**config.mk**
```make
export PLATFORM = sky130hd
export DESIGN_NAME = autocorr_counter
export DESIGN_NICKNAME = d
export VERILOG_FILES = /design/src/rtl/autocorr_counter.sv
export SDC_FILE = /design/constraint.sdc
export NUM_CORES = 1
export LEC_CHECK = 0
export CORE_UTILIZATION = 59
export DETAILED_ROUTE_END_ITERATION = 10
export GPL_TIMING_DRIVEN = 0
export PLACE_DENSITY = 0.81
export SYNTH_ARGS = -nofsm -noshare
export SYNTH_HDL_FRONTEND = slang
export SYNTH_SLANG_ARGS = --single-unit
```
**constraint.sdc**
```tcl
create_clock -name clk -period 4.44 [get_ports clk]
set_input_delay 0.888 -clock clk [delete_from_list [all_inputs] [get_ports clk]]
set_output_delay 0.888 -clock clk [all_outputs]
set_load 0.01 [all_outputs]
```
**src/rtl/autocorr_counter.sv**
```systemverilog
// autocorr_counter: sliding-window autocorrelator for a serial bit stream.
// Counts how many of the newest WIN samples equal the sample lag_q positions
// older, and publishes that count (registered) with a one-cycle valid pulse.
// The FSM waits until the history holds WIN+lag_q fresh samples before it
// starts producing results.
module autocorr_counter #(
    parameter int WIN     = 3,
    parameter int LAG_MAX = 3
) (
    input  logic       clk,
    input  logic       rst_n,
    input  logic       bit_in,
    input  logic       bit_valid,
    input  logic [1:0] lag,
    input  logic       clear,
    output logic [1:0] count,
    output logic       count_valid,
    output logic       running
);

    localparam int DEPTH = WIN + LAG_MAX;
    localparam int FW    = $clog2(DEPTH + 1);
    localparam logic [1:0] LAG_MAX_L = 2'(LAG_MAX);

    typedef enum logic [1:0] {
        IDLE = 2'd0,
        FILL = 2'd1,
        RUN  = 2'd2
    } state_t;

    // Number of positions i in 0..WIN-1 where h[i] == h[i+lg].
    // lg never exceeds LAG_MAX, so i+lg always stays inside the history.
    function automatic logic [1:0] match_count(input logic [DEPTH-1:0] h,
                                               input logic [1:0]       lg);
        logic [WIN-1:0] eq;
        logic [1:0]     cnt;
        eq  = WIN'(~(h ^ (h >> lg)));
        cnt = 2'd0;
        for (int i = 0; i < WIN; i++) begin
            cnt = cnt + {1'b0, eq[i]};
        end
        return cnt;
    endfunction

    // The oldest history slot is only ever read right after a shift, so it
    // exists solely in the combinational post-shift vector hist_shift_s.
    state_t             state_q, state_d;
    logic [DEPTH-2:0]   hist_q, hist_d;
    logic [FW-1:0]      fill_q, fill_d;
    logic [1:0]         lag_q, lag_d;
    logic [1:0]         count_q, count_d;
    logic               count_valid_q, count_valid_d;
    logic               running_q, running_d;

    logic [DEPTH-1:0]   hist_shift_s;
    logic [1:0]         lag_eff_s;
    logic [FW-1:0]      fill_inc_s;
    logic [FW-1:0]      fill_target_s;

    // Map the lag input into the legal 1..LAG_MAX range.
    always_comb begin
        lag_eff_s = lag;
        if (lag == 2'd0) begin
            lag_eff_s = 2'd1;
        end else if (lag > LAG_MAX_L) begin
            lag_eff_s = LAG_MAX_L;
        end else begin
            lag_eff_s = lag;
        end
    end

    assign hist_shift_s  = {hist_q, bit_in};
    assign fill_inc_s    = fill_q + FW'(1);
    assign fill_target_s = FW'(WIN) + FW'(lag_q);

    // Next-state logic: clear first, then lag change, then sample acceptance.
    always_comb begin
        state_d       = state_q;
        hist_d        = hist_q;
        fill_d        = fill_q;
        lag_d         = lag_q;
        count_d       = count_q;
        count_valid_d = 1'b0;

        if (clear) begin
            hist_d  = '0;
            fill_d  = '0;
            state_d = IDLE;
            count_d = 2'd0;
        end else begin
            case (state_q)
                IDLE: begin
                    if (bit_valid) begin
                        hist_d = hist_shift_s[DEPTH-2:0];
                        lag_d  = lag_eff_s;
                        fill_d = FW'(1);
                        if ((FW'(WIN) + FW'(lag_eff_s)) == FW'(1)) begin
                            state_d = RUN;
                        end else begin
                            state_d = FILL;
                        end
                    end else begin
                        state_d = IDLE;
                    end
                end
                FILL, RUN: begin
                    if (lag_eff_s != lag_q) begin
                        // New lag invalidates the fill; history is kept.
                        lag_d   = lag_eff_s;
                        state_d = FILL;
                        if (bit_valid) begin
                            hist_d = hist_shift_s[DEPTH-2:0];
                            fill_d = FW'(1);
                        end else begin
                            fill_d = '0;
                        end
                    end else if (bit_valid) begin
                        hist_d = hist_shift_s[DEPTH-2:0];
                        if (state_q == RUN) begin
                            count_d       = match_count(hist_shift_s, lag_q);
                            count_valid_d = 1'b1;
                        end else begin
                            fill_d = fill_inc_s;
                            if (fill_inc_s == fill_target_s) begin
                                state_d       = RUN;
                                count_d       = match_count(hist_shift_s, lag_q);
                                count_valid_d = 1'b1;
                            end else begin
                                state_d = FILL;
                            end
                        end
                    end else begin
                        state_d = state_q;
                    end
                end
                default: begin
                    state_d = IDLE;
                    hist_d  = '0;
                    fill_d  = '0;
                    count_d = 2'd0;
                end
            endcase
        end
        running_d = (state_d == RUN);
    end

    // State, history and output registers with synchronous active-low reset.
    always_ff @(posedge clk) begin
        if (!rst_n) begin
            state_q       <= IDLE;
            hist_q        <= '0;
            fill_q        <= '0;
            lag_q         <= 2'd1;
            count_q       <= 2'd0;
            count_valid_q <= 1'b0;
            running_q     <= 1'b0;
        end else begin
            state_q       <= state_d;
            hist_q        <= hist_d;
            fill_q        <= fill_d;
            lag_q         <= lag_d;
            count_q       <= count_d;
            count_valid_q <= count_valid_d;
            running_q     <= running_d;
        end
    end

    assign count       = count_q;
    assign count_valid = count_valid_q;
    assign running     = running_q;

endmodule
```
==> Word level (Yosys, flattened, before mapping) <==
Index checks and enable logic that the tools add are counted.
{ "totals": {"wordCells": 72, "memories": 0, "latchBits": 0, "in_bits": 7, "ram_bits": 0, "regBits": 16, "romBits": 0, "out_inout_bits": 4} }
{ "classes": {"n_div": 0, "shifts": 1, "muxes": 26, "add_sub_neg": 5, "order_cmp": 1, "n_mul": 0, "n_eq_ne": 13, "n_reduce_logical": 11, "n_bitwise": 8} }
{ "op_table": {"columns": ["op", "count"], "rows": [
  ["2-to-1 mux 2 bit", 15],
  ["2-to-1 mux 3 bit", 4],
  ["one-hot mux 2 bit (2 select lines)", 3],
  ["!= test 3 bit, second input constant", 3],
  ["!= test 2 bit, second input constant", 4],
  ["AND reduction 4 bit", 2],
  ["adder 2 x 2 -> 3 bit, first input constant", 2],
  ["NOT 1 bit", 6],
  ["one-hot mux 3 bit (2 select lines)", 1],
  ["OR reduction 3 bit", 2],
  ["right shift 6 x 2 -> 3 bit", 1],
  ["OR reduction 5 bit", 1],
  ["equality test 2 bit, second input constant", 2],
  ["logical NOT 2 bit", 2],
  ["OR reduction 2 bit", 2],
  ["adder 3 x 1 -> 3 bit, second input constant", 1],
  ["equality test 3 x 1 -> 1 bit, second input constant", 1],
  ["equality test 3 bit", 1],
  ["2-to-1 mux 1 bit", 3],
  ["NOT 3 bit", 1],
  ["AND reduction 3 bit", 1],
  ["bitwise XOR 3 bit", 1],
  ["adder 1 x 1 -> 2 bit", 1],
  ["adder 2 x 1 -> 2 bit", 1],
  ["other kinds (4)", 4]
]} }

==> Longest topological paths before layout <==
Gate-level depths: netlist (run 1).
{ "depth": {"ltp_word": 10, "depth_mapped": 8} }

==> Worst setup path after synthesis (run 1) <==
Ideal clock, no wire load.
{ "synth_timing": {"path_type": "input to register", "from": "input bit_in", "to": "register count_q[0] (netlist: count[0])", "arrival_ps": 2428, "setup_slack_ps": 1950, "n_path_buf": 0, "required_ps": 4378, "setup_ps": 62, "path_stages": 6, "cell_sequence": "xor2_1 -> o22ai_1 -> fa_1 -> or3_1 -> or4_1 -> nand3_1"} }
{ "synth_between": {"elab_chain_len": 10} }
{ "synth_lines": {"columns": ["item", "line_no", "text"], "rows": [
  ["start: declaration", "12", "input logic bit_in,"],
  ["right shift 6 x 2 -> 3 bit", "37", "eq = WIN'(~(h ^ (h >> lg)));"],
  ["bitwise XOR 3 bit *", "37", null],
  ["NOT 3 bit *", "37", null],
  ["adder 1 x 1 -> 2 bit", "40", "cnt = cnt + {1'b0, eq[i]};"],
  ["adder 2 x 1 -> 2 bit *", "40", null],
  ["2-to-1 mux 2 bit", "124", "if (fill_inc_s == fill_target_s) begin"],
  ["2-to-1 mux 2 bit *", "119", "if (state_q == RUN) begin"],
  ["2-to-1 mux 2 bit *", "117", "end else if (bit_valid) begin"],
  ["2-to-1 mux 2 bit *", "107", "if (lag_eff_s != lag_q) begin"],
  ["one-hot mux 2 bit (2 select lines) *", "91", "case (state_q)"],
  ["end signal: assignment", "162", "count_q <= count_d;"],
  ["end: declaration", "51", "logic [1:0] count_q, count_d;"]
]} }
Every way passes the cells marked *; elsewhere a longest branch is shown, timed or not. The select of a mux whose other input is x is not followed.
A chain may end at the register's enable or synchronous reset.

==> Final worst setup path (run 1) <==
Ends and elaborated chain as after synthesis.

==> impl_metrics.json, run 1 <==
{
  "outcome": "finished clean",
  "skew_ns": 0.0151,
  "initial_core_util_pct": 62.9,
  "antenna_left": 0,
  "drive_above_1_share_pct": 5.88,
  "die_w_um": 44.9,
  "post_dp_cell_area_um2": 1220,
  "drv_slew": 0,
  "routed_via_density": 6.06,
  "synth_top_area_cell": "dfxtp_1",
  "holdBufCountCts": 0,
  "layout_setup_ws_ns": 1.61,
  "synth_commonest_cells": "16 x dfxtp_1, 9 x inv_1, 9 x mux2i_1",
  "first_pass_iters": 4,
  "fin_setup_tns_ns": 0,
  "netlist.area_leader.share_pct": 29.5,
  "period_share_pct": 63.8,
  "hp-start": "fill_q[1]",
  "antenna_found_initial": 0,
  "place_ws_ns": 1.29,
  "cts_tree": "done",
  "fmax_mhz": 353,
  "synth_seq_cells": 16,
  "grt_pass1_wl_um": 4020,
  "fin_util_pct": 72.6,
  "crit_arrival_ns": 3.07,
  "finalSetupViolCount": 0,
  "avgSynthCellArea_um2": 8.90,
  "cp-start-kind": "primary input",
  "htree_num_levels": 1,
  "synth_area_leaders": "dfxtp_1 29%, mux2i_1 8.3%, ha_1 5.8%",
  "clkLatencyLatePin_ns": 0.31,
  "vdd_drop_max_uv": 178,
  "syn_area_um2": 1090,
  "yosysUniqueCellTypes": 45,
  "ff2ff_setup_slack_ns": 1.80,
  "synthFlopType": "dfxtp_1",
  "reg2reg_from": "lag_q[0]",
  "reg2reg_depth": 8,
  "holdPathStages": 2,
  "dieArea_um2": 2020,
  "wirelength_um": 2470,
  "synth_fp_nets": 135,
  "critPathCaptureType": "flip-flop",
  "grt_pass1_vias": 878,
  "fin_area_um2": 1250,
  "grt_max_degree": 11,
  "n_antenna_cell": 0,
  "worstHoldEndpoint": "fill_q[1]",
  "tightest_slew_ns": 0.624,
  "wl_per_cell_um": 15.3,
  "worstPathRequired_ns": 4.68,
  "drv_cap": 0,
  "cts_sinks": 16,
  "syn2layout_area_growth_pct": 15.4,
  "critical_path_class": "primary input to flip-flop",
  "whs_ns": 0.494,
  "cts_buffers": 3,
  "fp.coreArea_um2": 1730,
  "hp-class": "flip-flop to flip-flop",
  "drc": 0,
  "overflow": 0,
  "ctsResizeCount": 0,
  "port_buffers": 10,
  "clock_path_buffers": 2,
  "gp_congestion": 0.839,
  "hpwlAfterDp_um": 1830,
  "crit_fanout": 3,
  "io_pins": 11,
  "async_flop_share_pct": 0,
  "dr.first_iter.drc_count": 38,
  "synth_edf_count": 0,
  "num_rows": 15,
  "track_usage_pct": 27.8,
  "yosysWarnings": 0,
  "rsz0062_at_grt": "no",
  "clkTransAtPathRegs_ns": 0.11,
  "via_count": 976,
  "die_h_um": 44.9,
  "yosysSeqAreaShare_pct": 29.5,
  "powerDensity_nw_per_um2": 244,
  "fin_crit_ns": 2.83,
  "hold_viol": 0,
  "timing.rr.end": "count[0]",
  "relSlewSlack_pct": 58.0,
  "synth_most_common_cell": "dfxtp_1",
  "p_leak_uw": 0.000491,
  "cts-root-buf": "clkbuf_4",
  "layout.nets": 150,
  "syn_inst": 122,
  "post_cts_buffers": 0
}
per-layer routing:
metal  global-route usage [%]  vias up  share of wire [%]
met5                        0        -                  0
met4                     10.9        0                1.9
met3                     5.20        7                6.2
met2                     45.0       30                 47
met1                     36.7      443                 45
li1                         -      496                  -
cell families (layout without fill, tap and decap cells):
group	count (synthesis)	count (layout)	share of synthesized area [%]
flip-flops	16	16	29.5
multiplexers	9	9	8.30
buffers and inverters	15	29	5.41
AO/OA/AOI/OAI	27	27	18.7
AND/OR/NAND/NOR	40	40	22.0
XOR/XNOR	9	9	8.52
adder cells (fa/ha/maj)	6	6	7.60
metrics by stage:
| step | power (µW) | cells |
|---|---|---|
| final | 306 | 161 |
| after detailed placement | 207 | 157 |
| after global routing | 316 | 161 |
| after global placement | 205 | 157 |
| after CTS | 305 | 161 |
| after floorplan | 190 | 122 |
layout by cell type, fill, tap and decap left out, types with 3 or more instances in the layout:
cell type / instances
o22ai_1: 3
inv_1: 9
mux2i_1: 9
clkbuf_1: 4
nand3_1: 6
dfxtp_1: 16
xor2_1: 4
clkbuf_4: 3
xnor2_1: 4
nor4_1: 4
nor2b_1: 3
nand2b_1: 3
ha_1: 5
nand2_1: 4
a21oi_1: 3
nor2_1: 6
clkdlybuf4s50_1: 10
worst max-delay path by stage:
stage,endpoint,start,depth (start not counted)
floorplan,count[0],bit_in,6
global placement,count[0],bit_in,7
detailed placement,count[0],bit_in,7
CTS,count[0],bit_in,7
global route,count[0],bit_in,7
finish,count[0],bit_in,7
critical path: stages:
cell and delay [ns]:
clkdlybuf4s50_1 0.47, xor2_1 0.18, o22ai_1 0.24, fa_1 0.44, or3_1 0.34, or4_1 0.41
nand3_1 0.09
area by class of cell:
cell class | count | area, µm²
clock buffer | 4 | 36.3
fill | 135 | 473
timing repair buffer | 10 | 100
inverter | 9 | 33.8
buffer | 6 | 25.0
multi-input combinational | 91 | 707
sequential | 16 | 320
tap | 25 | 31.3
report_power, final:
group	switching, µW	internal, µW	total [µW]
combinational	32.1	23.9	56.0
clock	51.2	50.1	101
sequential	2.97	146	149
total	86.2	220	306
state kept, by name, indices dropped and copies added, names as in the netlist:
name / flops
count_valid: 1
lag_q: 2
running: 1
fill_q: 3
state_q: 2
count: 2
hist_q: 5
Note: power is estimated with default switching activity, not from simulation.
==> run 2, diff against run 1 <==
--- a/config.mk
+++ b/config.mk
@@ -5,10 +5,10 @@
 export SDC_FILE = /design/constraint.sdc
 export NUM_CORES = 1
 export LEC_CHECK = 0
-export CORE_UTILIZATION = 59
+export CORE_UTILIZATION = 50
 export DETAILED_ROUTE_END_ITERATION = 10
 export GPL_TIMING_DRIVEN = 0
-export PLACE_DENSITY = 0.81
+export PLACE_DENSITY = 0.73
 export SYNTH_ARGS = -nofsm -noshare
 export SYNTH_HDL_FRONTEND = slang
 export SYNTH_SLANG_ARGS = --single-unit
==> constraint.sdc (replaced) <==
create_clock -name clk -period 2.5 [get_ports clk]
set_input_delay 0.5 -clock clk [delete_from_list [all_inputs] [get_ports clk]]
set_output_delay 0.5 -clock clk [all_outputs]
set_load 0.01 [all_outputs]
==> impl_metrics.json, run 2 (synthesis results as in run 1) <==
{
  "dr.first_iter.drc_count": 43,
  "htree_num_levels": 1,
  "period_share_pct": 96.9,
  "internal_power_uw": 396,
  "p_seq_share_pct": 48.6,
  "fin_crit_ns": 2.42,
  "drv_slew": 0,
  "clock_path_buffers": 2,
  "gp_congestion": 0.860,
  "dieArea_um2": 2360,
  "critPathCaptureType": "flip-flop",
  "first_pass_iters": 4,
  "hp-class": "flip-flop to flip-flop",
  "skew_ns": 0.00757,
  "cts-root-buf": "clkbuf_4",
  "fp.coreArea_um2": 2000,
  "initial_core_util_pct": 54.3,
  "hp-start": "fill_q[1]",
  "p_sw_uw": 151,
  "largest_reg_flops": 5,
  "grt_max_degree": 11,
  "antenna_found_initial": 0,
  "whs_ns": 0.489,
  "power_uw": 546,
  "combinationalPowerShare_pct": 19.2,
  "reg2reg_depth": 8,
  "holdPathStages": 2,
  "clkLatencyLatePin_ns": 0.30,
  "syn2layout_area_growth_pct": 19.0,
  "worstHoldEndpoint": "fill_q[1]",
  "grt_pass1_wl_um": 3920,
  "critical_path_class": "primary input to flip-flop",
  "power_frac_clock_pct": 32.2,
  "crit_fanout": 3,
  "outcome": "finished clean",
  "p_leak_uw": 0.000493,
  "n_antenna_cell": 0,
  "die_w_um": 48.6,
  "path_cells": "clkdlybuf4s50_1 > xor2_1 > o22ai_1 > fa_1 > or3_1 > or4_1 > nand3_1",
  "crit_arrival_ns": 2.66,
  "max_flop_register": "hist_q",
  "largest_registers": "hist_q x5, fill_q x3",
  "clkTransAtPathRegs_ns": 0.10,
  "drc": 0,
  "crit_path_max_incr_delay_ns": 0.54,
  "vdd_drop_max_uv": 310,
  "final_cell_mix": "15 x dfxtp_1, 10 x clkdlybuf4s50_1, 9 x inv_1, 7 x mux2i_1",
  "drv_cap": 0,
  "cp-start-kind": "primary input",
  "holdBufCountCts": 0,
  "track_usage_pct": 21.2,
  "overflow": 0,
  "wirelength_um": 2370,
  "grt_pass1_vias": 917,
  "fmax_mhz": 413,
  "wl_per_cell_um": 14.4,
  "slowest_stage": "clkdlybuf4s50_1",
  "finalSetupViolCount": 0,
  "relSlewSlack_pct": 58.6,
  "cts_tree": "done",
  "hpwlAfterDp_um": 1740,
  "final_common_cell": "dfxtp_1",
  "die_h_um": 48.6,
  "cts_sinks": 16,
  "reg2reg_from": "lag_q[0]",
  "worstPathRequired_ns": 2.74,
  "io_pins": 11,
  "ff2ff_setup_slack_ns": 0.09,
  "tightest_slew_ns": 0.621,
  "swShare_pct": 27.6,
  "cts_buffers": 3,
  "num_rows": 16,
  "hold_viol": 0,
  "routed_via_density": 6.02,
  "drive_above_1_share_pct": 10.2,
  "timing.rr.end": "count[0]",
  "layout.nets": 151,
  "via_count": 988,
  "powerDensity_nw_per_um2": 423,
  "fill_cells": 182,
  "antenna_left": 0,
  "fin_util_pct": 64.6,
  "port_buffers": 10
}
[run 2: changes by cell type in the layout (fill, tap and decap cells not counted)]
cell	change
buf_4	+2
mux2i_1	-2
mux2i_2	+2
buf_2	-1
buf_8	+1
clkbuf_1	-1
dfxtp_1	-1
dfxtp_2	+1
o22ai_1	-1
o22ai_2	+1
[run 2: final cells by class]
cell class	count	area (µm²)	share of cell area, %
Multi-Input combinational cell	91	721	55.8
Sequential cell	16	322	24.9
Timing Repair Buffer	12	115	8.91
Clock buffer	4	36.3	2.81
Inverter	9	33.8	2.61
Tap cell	27	33.8	2.61
Buffer	5	31.3	2.42
[run 2: metrics by stage]
stage	setup slack, ns	TNS, ns	area, µm²	cells
final	0.0769	0	1290	164
after detailed placement	-0.215	-0.294	1220	159
after CTS	0.0247	0	1260	163
after floorplan	0.183	0	1090	122
after global placement	-0.153	-0.195	1220	159
after global routing	-0.0642	-0.0642	1290	164
[run 2: routing by layer]
layer / part of all wire [%] / track usage [%] / vias up
li1: - / - / 493
met1: 47 / 26.6 / 469
met2: 48 / 34.7 / 19
met3: 2.8 / 3.77 / 7
met4: 2.2 / 10.8 / 0
met5: 0 / 0 / -
[run 2: worst max-delay path: cells and delay by family]
| family | cells | cell delay, ns |
|---|---|---|
| fa+ha+maj | 1 | 0.47 |
| buf+inv | 1 | 0.54 |
| xor+xnor | 1 | 0.18 |
| simple gates | 3 | 0.84 |
| compound gates | 1 | 0.13 |
[run 2: worst max-delay path by stage]
stage                   from  cells past startpoint  slack (ns)       end
finish                bit_in                      7        0.08  count[0]
floorplan           lag_q[0]                      8        0.18  count[0]
detailed placement    bit_in                      7       -0.21  count[0]
global route        lag_q[0]                      8       -0.06  count[0]
CTS                 lag_q[0]                      8        0.02  count[0]
global placement      bit_in                      7       -0.15  count[0]
[run 2: what timing repair did]
action	in CTS	in global routing
endpoints found under the setup margin	1	2
gates resized for setup	1	6
buffers inserted	0	2
[run 2: power groups by stage]
stage	sequential, µW	clock, µW	combinational (µW)
after global routing	266	193	115
after detailed placement	270	0	96.2
after global placement	270	0	93.5
final	265	176	105
after CTS	264	179	97.3
after floorplan	269	0	68.3
